File: src/rtl/gshare_predictor.sv
// gshare_predictor: gshare branch direction predictor for the IF stage.
// A table of CTR_W-bit saturating counters is indexed by the fetch PC XORed
// with a global history register (GHR). The GHR is shifted speculatively at
// fetch and repaired from EX on a mispredict. After reset, the table is
// swept to weakly-taken over 2^INDEX_W cycles. During the sweep, ready is low.
//
// Ports:
//   clk, reset          clock and asynchronous active-high reset
//   ready               init sweep complete
//   pc_if               fetch PC
//   predict_enable      lookup valid this cycle
//   spec_shift          fetched insn is a conditional branch (shift GHR)
//   prediction          predicted taken (combinational)
//   predict_strength    raw counter value (combinational)
//   predict_ghr         GHR used for this lookup (combinational)
//   update_enable       resolved-branch update valid
//   is_branch           resolved insn is a conditional branch
//   pc_update           PC of the resolved branch
//   update_ghr          predict_ghr captured at fetch for that branch
//   branch_taken        actual outcome
//   mispredict          predicted direction was wrong
//   perf_pred           resolved-branch count (only with GSHARE_PERF_CNT_EN)
//   perf_mispred        mispredict count (only with GSHARE_PERF_CNT_EN)
//
// Optional feature macro: GSHARE_PERF_CNT_EN adds the two performance counters.
module gshare_predictor #(
  parameter int unsigned XLEN    = 32,
  parameter int unsigned INDEX_W = 6,
  parameter int unsigned HIST_W  = 6,
  parameter int unsigned CTR_W   = 2
) (
  input  logic              clk,
  input  logic              reset,
  output logic              ready,
  input  logic [XLEN-1:0]   pc_if,
  input  logic              predict_enable,
  input  logic              spec_shift,
  output logic              prediction,
  output logic [CTR_W-1:0]  predict_strength,
  output logic [HIST_W-1:0] predict_ghr,
  input  logic              update_enable,
  input  logic              is_branch,
  input  logic [XLEN-1:0]   pc_update,
  input  logic [HIST_W-1:0] update_ghr,
  input  logic              branch_taken,
  input  logic              mispredict
`ifdef GSHARE_PERF_CNT_EN
  ,
  output logic [31:0]       perf_pred,
  output logic [31:0]       perf_mispred
`endif
);

  localparam int unsigned DEPTH = 1 << INDEX_W;
  localparam logic [CTR_W-1:0] WEAK_T   = {1'b1, {(CTR_W-1){1'b0}}};
  localparam logic [CTR_W-1:0] CTR_MAX  = {CTR_W{1'b1}};
  localparam logic [CTR_W-1:0] CTR_ZERO = {CTR_W{1'b0}};

  localparam logic [0:0] ST_INIT = 1'b0;
  localparam logic [0:0] ST_RUN  = 1'b1;

  logic [0:0]         state, next_state;
  logic [INDEX_W-1:0] ptr, next_ptr;
  logic [HIST_W-1:0]  ghr, next_ghr;
  logic               next_ready;

  logic [CTR_W-1:0]   tbl [DEPTH];

  logic [INDEX_W-1:0] pidx, uidx;
  logic               upd_fire;
  logic [CTR_W-1:0]   ucur, unext;

  // Upper/lower PC bits do not take part in indexing.
  logic unused_bits;
  assign unused_bits = ^{pc_if[XLEN-1:INDEX_W+2], pc_if[1:0],
                         pc_update[XLEN-1:INDEX_W+2], pc_update[1:0]};

  // gshare index: word-aligned PC bits XOR zero-extended history.
  assign pidx = pc_if[INDEX_W+1:2] ^ INDEX_W'(ghr);
  assign uidx = pc_update[INDEX_W+1:2] ^ INDEX_W'(update_ghr);

  assign upd_fire = (state == ST_RUN) && update_enable && is_branch;

  // Lookup: combinational read, zeroed when not ready or not enabled.
  always_comb begin
    prediction       = 1'b0;
    predict_strength = CTR_ZERO;
    predict_ghr      = {HIST_W{1'b0}};
    if (ready && predict_enable) begin
      predict_strength = tbl[pidx];
      prediction       = predict_strength[CTR_W-1];
      predict_ghr      = ghr;
    end
  end

  // Saturating counter step for the resolved branch.
  always_comb begin
    ucur  = tbl[uidx];
    unext = ucur;
    if (branch_taken) begin
      if (ucur != CTR_MAX) unext = ucur + CTR_W'(1);
    end else begin
      if (ucur != CTR_ZERO) unext = ucur - CTR_W'(1);
    end
  end

  // State register.
  always_ff @(posedge clk or posedge reset) begin
    if (reset) begin
      state <= ST_INIT;
      ptr   <= {INDEX_W{1'b0}};
      ghr   <= {HIST_W{1'b0}};
      ready <= 1'b0;
    end else begin
      state <= next_state;
      ptr   <= next_ptr;
      ghr   <= next_ghr;
      ready <= next_ready;
    end
  end

  // Next state: sweep in INIT; GHR repair beats speculative shift in RUN.
  // Concatenate-then-truncate drops the oldest bit and also covers HIST_W=1.
  always_comb begin
    next_state = state;
    next_ptr   = ptr;
    next_ghr   = ghr;
    next_ready = ready;
    if (state == ST_INIT) begin
      next_ptr = ptr + INDEX_W'(1);
      if (&ptr) begin
        next_state = ST_RUN;
        next_ready = 1'b1;
      end
    end else begin
      if (upd_fire && mispredict)
        next_ghr = HIST_W'({update_ghr, branch_taken});
      else if (predict_enable && spec_shift)
        next_ghr = HIST_W'({ghr, prediction});
    end
  end

  // Counter table: no reset; filled by the sweep, then trained by updates.
  always_ff @(posedge clk) begin
    if (state == ST_INIT)
      tbl[ptr] <= WEAK_T;
    else if (upd_fire)
      tbl[uidx] <= unext;
  end

`ifdef GSHARE_PERF_CNT_EN
  // Resolved-branch and mispredict counters, wrap naturally at 2^32.
  always_ff @(posedge clk or posedge reset) begin
    if (reset) begin
      perf_pred    <= 32'd0;
      perf_mispred <= 32'd0;
    end else if (upd_fire) begin
      perf_pred <= perf_pred + 32'd1;
      if (mispredict) perf_mispred <= perf_mispred + 32'd1;
    end
  end
`endif

endmodule
File: config.mk
export PLATFORM = sky130hd
export DESIGN_NAME = gshare_predictor
export DESIGN_NICKNAME = d
export VERILOG_FILES = /design/src/rtl/gshare_predictor.sv
export SDC_FILE = /design/constraint.sdc
export NUM_CORES = 1
export LEC_CHECK = 0
export ABC_AREA = 1
export BUFFER_PORTS_ARGS = -buffer_cell sky130_fd_sc_hd__buf_2
export CORE_MARGIN = 4
export CORE_UTILIZATION = 55
export CTS_CLUSTER_DIAMETER = 120
export DETAILED_ROUTE_END_ITERATION = 10
export PLACE_DENSITY = 0.73
export REMOVE_ABC_BUFFERS = 1
export SLEW_MARGIN = 0
export SYNTH_ARGS = -nofsm -noshare
export SYNTH_HDL_FRONTEND = slang
export SYNTH_SLANG_ARGS = --single-unit
File: constraint.sdc
create_clock -name clk -period 4 [get_ports clk]
set_clock_uncertainty 0.1 [all_clocks]
set_input_delay 0.4 -clock clk [delete_from_list [all_inputs] [get_ports clk]]
set_output_delay 0.4 -clock clk [all_outputs]
set_load 0.005 [all_outputs]
==> results.md <==
Synth:
- The area of the mapped netlist is 8140 um^2.
- The predominant post-synthesis flop cell is edfxtp_1.
- The post-synthesis cell count is 1004.
- The synthesized design spends more area on one cell type than any other, namely edfxtp_1.
- Of all flip-flops after synthesis, the portion carrying an async set or reset was 0.0986.
- The count of flip-flops with a built-in enable after synthesis is 128.
- In the synthesized netlist, the cells that appear most often are nand2_1, nand3_1, inv_1.
- For this run, the register share of the synthesized area comes to 0.515.
- The synthesized area per cell is roughly 8 um^2.
- The flip-flop and latch count after synthesis is 142.
- The distinct cell type count after synthesis is 33.
- The most common cell in the synthesized netlist is nand2_1.
- In the post-synthesis netlist, the biggest area contributors are edfxtp_1, nand3_1, nand2_1.
- The share of synthesized area in the top cell type comes to 0.472.
- For this run, the number of Yosys warnings is 0.

Placed design:
- The post-detailed-placement half-perimeter wirelength is 15200 um.
- During placement, the flow inserted port buffers numbering 35.
- After detailed placement, the total cell area comes to roughly 8600 um^2.
- The global placer's final weighted congestion is 0.920.

Global route:
- The via count of the first global-routing pass is between 6k and 7k.
- The total congestion overflow is 0.
- Entering global routing, the biggest net connects 54 pins.
- The first global-routing pass estimated between 30000 and 40000 um of wire.
- The initial antenna violation count came to 0.
- In the global route stage, overall resource usage came out at 0.290.

Final layout:
- For this run, the post-layout net count is about 1.1k.
- The number of fill cells in the layout is 1277.
- After routing the design area is 9190 um^2.
- Relative to the synthesized area, the layout overhead comes to 12.9%.
- The number of diodes added for antenna fixing is 0.
- The fraction of final layout cells sized beyond drive strength 1 is 0.109.

Floorplanning:
- The initial utilization of the core area, before any placement, comes to 0.560.
- The boundary pin count is between 80 and 90.
- The die covers 16800 um^2.
- Measured along the x axis, the die boundary spans 130 um.
- The number of rows in the core area is 44.
- The core box area is roughly 15000 um^2.
- Measured along the y axis, the die boundary spans roughly 130 um.

Hold path:
- The min-delay analysis places its worst path in the category in2reg.
- The worst hold path begins at mispredict.
- The path with the worst hold slack has its endpoint at ghr[0]$_DFFE_PP0P_.
- Along the worst hold path, the cell count comes to 4.

STA:
- Summed over all failing endpoints, the final setup total negative slack is 0 ns.
- The final-report hold violation count is 0.
- For this run, the top clock speed supported by timing is 0.271 GHz.
- Measured against its own limit, the worst slew margin works out to 0.447.
- The total of endpoints with negative setup slack in the final report is 0.
- Across all hold checks on the routed design, the worst slack comes to 0.183 ns.
- The final number of max-transition violations was 0.
- The final critical-path required period is 3.69 ns.
- For the pin with the worst max-slew slack, the measured transition is 0.829 ns.
- In the finished design, the share of the clock period the worst path needs comes to 0.923.
- Setup repair after global routing left no endpoint under its margin.

Clock tree:
- The tree is rooted in a clkbuf_16.
- The level count of the clock H-tree is 4.
- The CTS tree is yes.
- The insertion delay of the later-clocked pin in the worst-skew pair is 0.43 ns.
- The clock-pin slew on the worst setup and hold paths is 0.06 ns.
- In this run, CTS created clock tree buffers numbering 17.
- Once the clock tree was built, the resizer swapped 0 gates to a different size.
- The clock net in this run drives a total of 142 sinks.
- Counting along the longest clock path gives a buffer depth of 2.

Setup path:
- The endpoint arrival time on the critical path is 3.19 ns.
- Data on the critical path is required at its endpoint by 3.50 ns.
- The depth of the worst register-to-register path is 4.
- The launching element of the worst setup path is ghr[0]$_DFFE_PP0P_.
- The worst flop-to-flop path endpoint is tbl[4][1]$_DFFE_PP_.
- The type of the worst setup path is reg2out.
- The type of destination of the critical path is an output port.
- Of all nets on the critical path, the largest fanout is 31.
- The startpoint identified for the worst register-to-register timing path is state$_DFF_PP0_.
- Setup slack on the worst reg-to-reg path comes out at 0.78 ns.
- STA classifies the critical path startpoint as a register.

Pwr:
- Power spread over the standard cell area amounts to 384 nW/um^2.
- Across the VDD grid, the largest voltage drop is between 0.0003 and 0.0004 V.
- The leakage power is 0.00425 uW.

Drt:
- The routed layout has 7322 vias.
- After detailed routing, the number of remaining DRC violations is 0.
- The number of vias per cell is 5.91.
- Wires add up to 23700 um.
- The detailed router's first-iteration violation count is 881.
- Before antenna repair, the detailed router went through 5 iterations.
- In the final routed layout, each cell accounts on average for 19.2 um.
- The antenna violation net count after detailed routing is 0.

Job:
- The total of max-cap violations is 0.

Status:
- The flow ran to the end, and the final reports show no timing, DRC or antenna violations.
## state kept, by name, summed over array words and instances, names as in the netlist
signal	flops
state	1
ready	1
tbl	128
ghr	6
ptr	6
## per-layer routing
metal / part of all wire / track usage / wire length [um]
met3: 0.10 / 0.0635 / 2470
met4: 0.037 / 0.117 / 874
met1: 0.40 / 0.391 / 9430
met2: 0.46 / 0.458 / 11000
met5: 0 / 0 / 0
## how the worst max path moves through the flow
stage                                       to  slack, ns  cells after the start
after floorplan            tbl[0][0]$_DFFE_PP_      -0.49                     11
after global placement    tbl[10][1]$_DFFE_PP_       0.83                     15
after detailed placement  tbl[26][1]$_DFFE_PP_       0.82                     15
after CTS                  predict_strength[0]       0.37                     13
after global routing       predict_strength[0]       0.10                     13
final                      predict_strength[0]       0.31                     13
## repair_timing
item                                   4_1_cts  5_1_grt
hold buffers                                 1        0
endpoints found under the hold margin       14        0
setup buffers                                0        0
## per-stage QoR
step                      power (uW)  instances  setup slack [ns]   util
after CTS                       3520       1238             0.368  0.632
after detailed placement        2080       1205             0.822  0.594
after global routing            3630       1238             0.103  0.632
after global placement          2080       1205             0.832  0.594
after floorplan                 1900        958            -0.489      -
final                           3530       1238             0.309  0.632
## layout by cell type, fill, tap and decap left out, types with 14 or more instances in the layout
master,netlist,layout
buf_2,33,35
buf_4,2,23
clkbuf_16,0,17
dfrtp_1,14,14
edfxtp_1,128,128
inv_1,148,148
nand2_1,265,263
nand3_1,220,220
nor2_1,74,73
o211ai_1,36,36
o21ai_0,16,16
## power breakdown
group | leakage [uW] | switching [uW] | internal [uW]
clock network | 0.000257 | 607 | 853
logic | 0.00293 | 318 | 147
registers | 0.00106 | 2.87 | 1600
## area by class of cell
cell class | count | area (um^2) | share of cell area
Tap cell | 184 | 230 | 0.0250
Clock inverter | 13 | 118 | 0.0128
Timing Repair Buffer | 64 | 458 | 0.0498
Inverter | 153 | 574 | 0.0625
Clock buffer | 19 | 433 | 0.0471
Multi-Input combinational cell | 663 | 3180 | 0.346
Sequential cell | 142 | 4190 | 0.456
## critical path, cell delays in order (launching register included)
cell      delay [ns]
dfrtp_1         0.41
inv_1           0.20
nand2_2         0.18
nand2_2         0.54
buf_12          0.27
nand2_1         0.07
o211ai_1        0.08
o21ai_0         0.10
o211ai_1        0.26
nand3_1         0.12
nand2_1         0.09
nor2_1          0.04
nor2_1          0.22
buf_2           0.16
## cell families (layout without fill, tap and decap cells)
family | after synthesis | in the layout | share of synthesized area
flip-flops | 142 | 142 | 0.515
AO/OA/AOI/OAI | 63 | 63 | 0.0527
buffers and inverters | 199 | 249 | 0.0987
AND/OR/NAND/NOR | 582 | 582 | 0.309
XOR/XNOR | 17 | 17 | 0.0224
adder cells (fa/ha/maj) | 1 | 1 | 0.00154
Power figures use the tool's default switching activity.
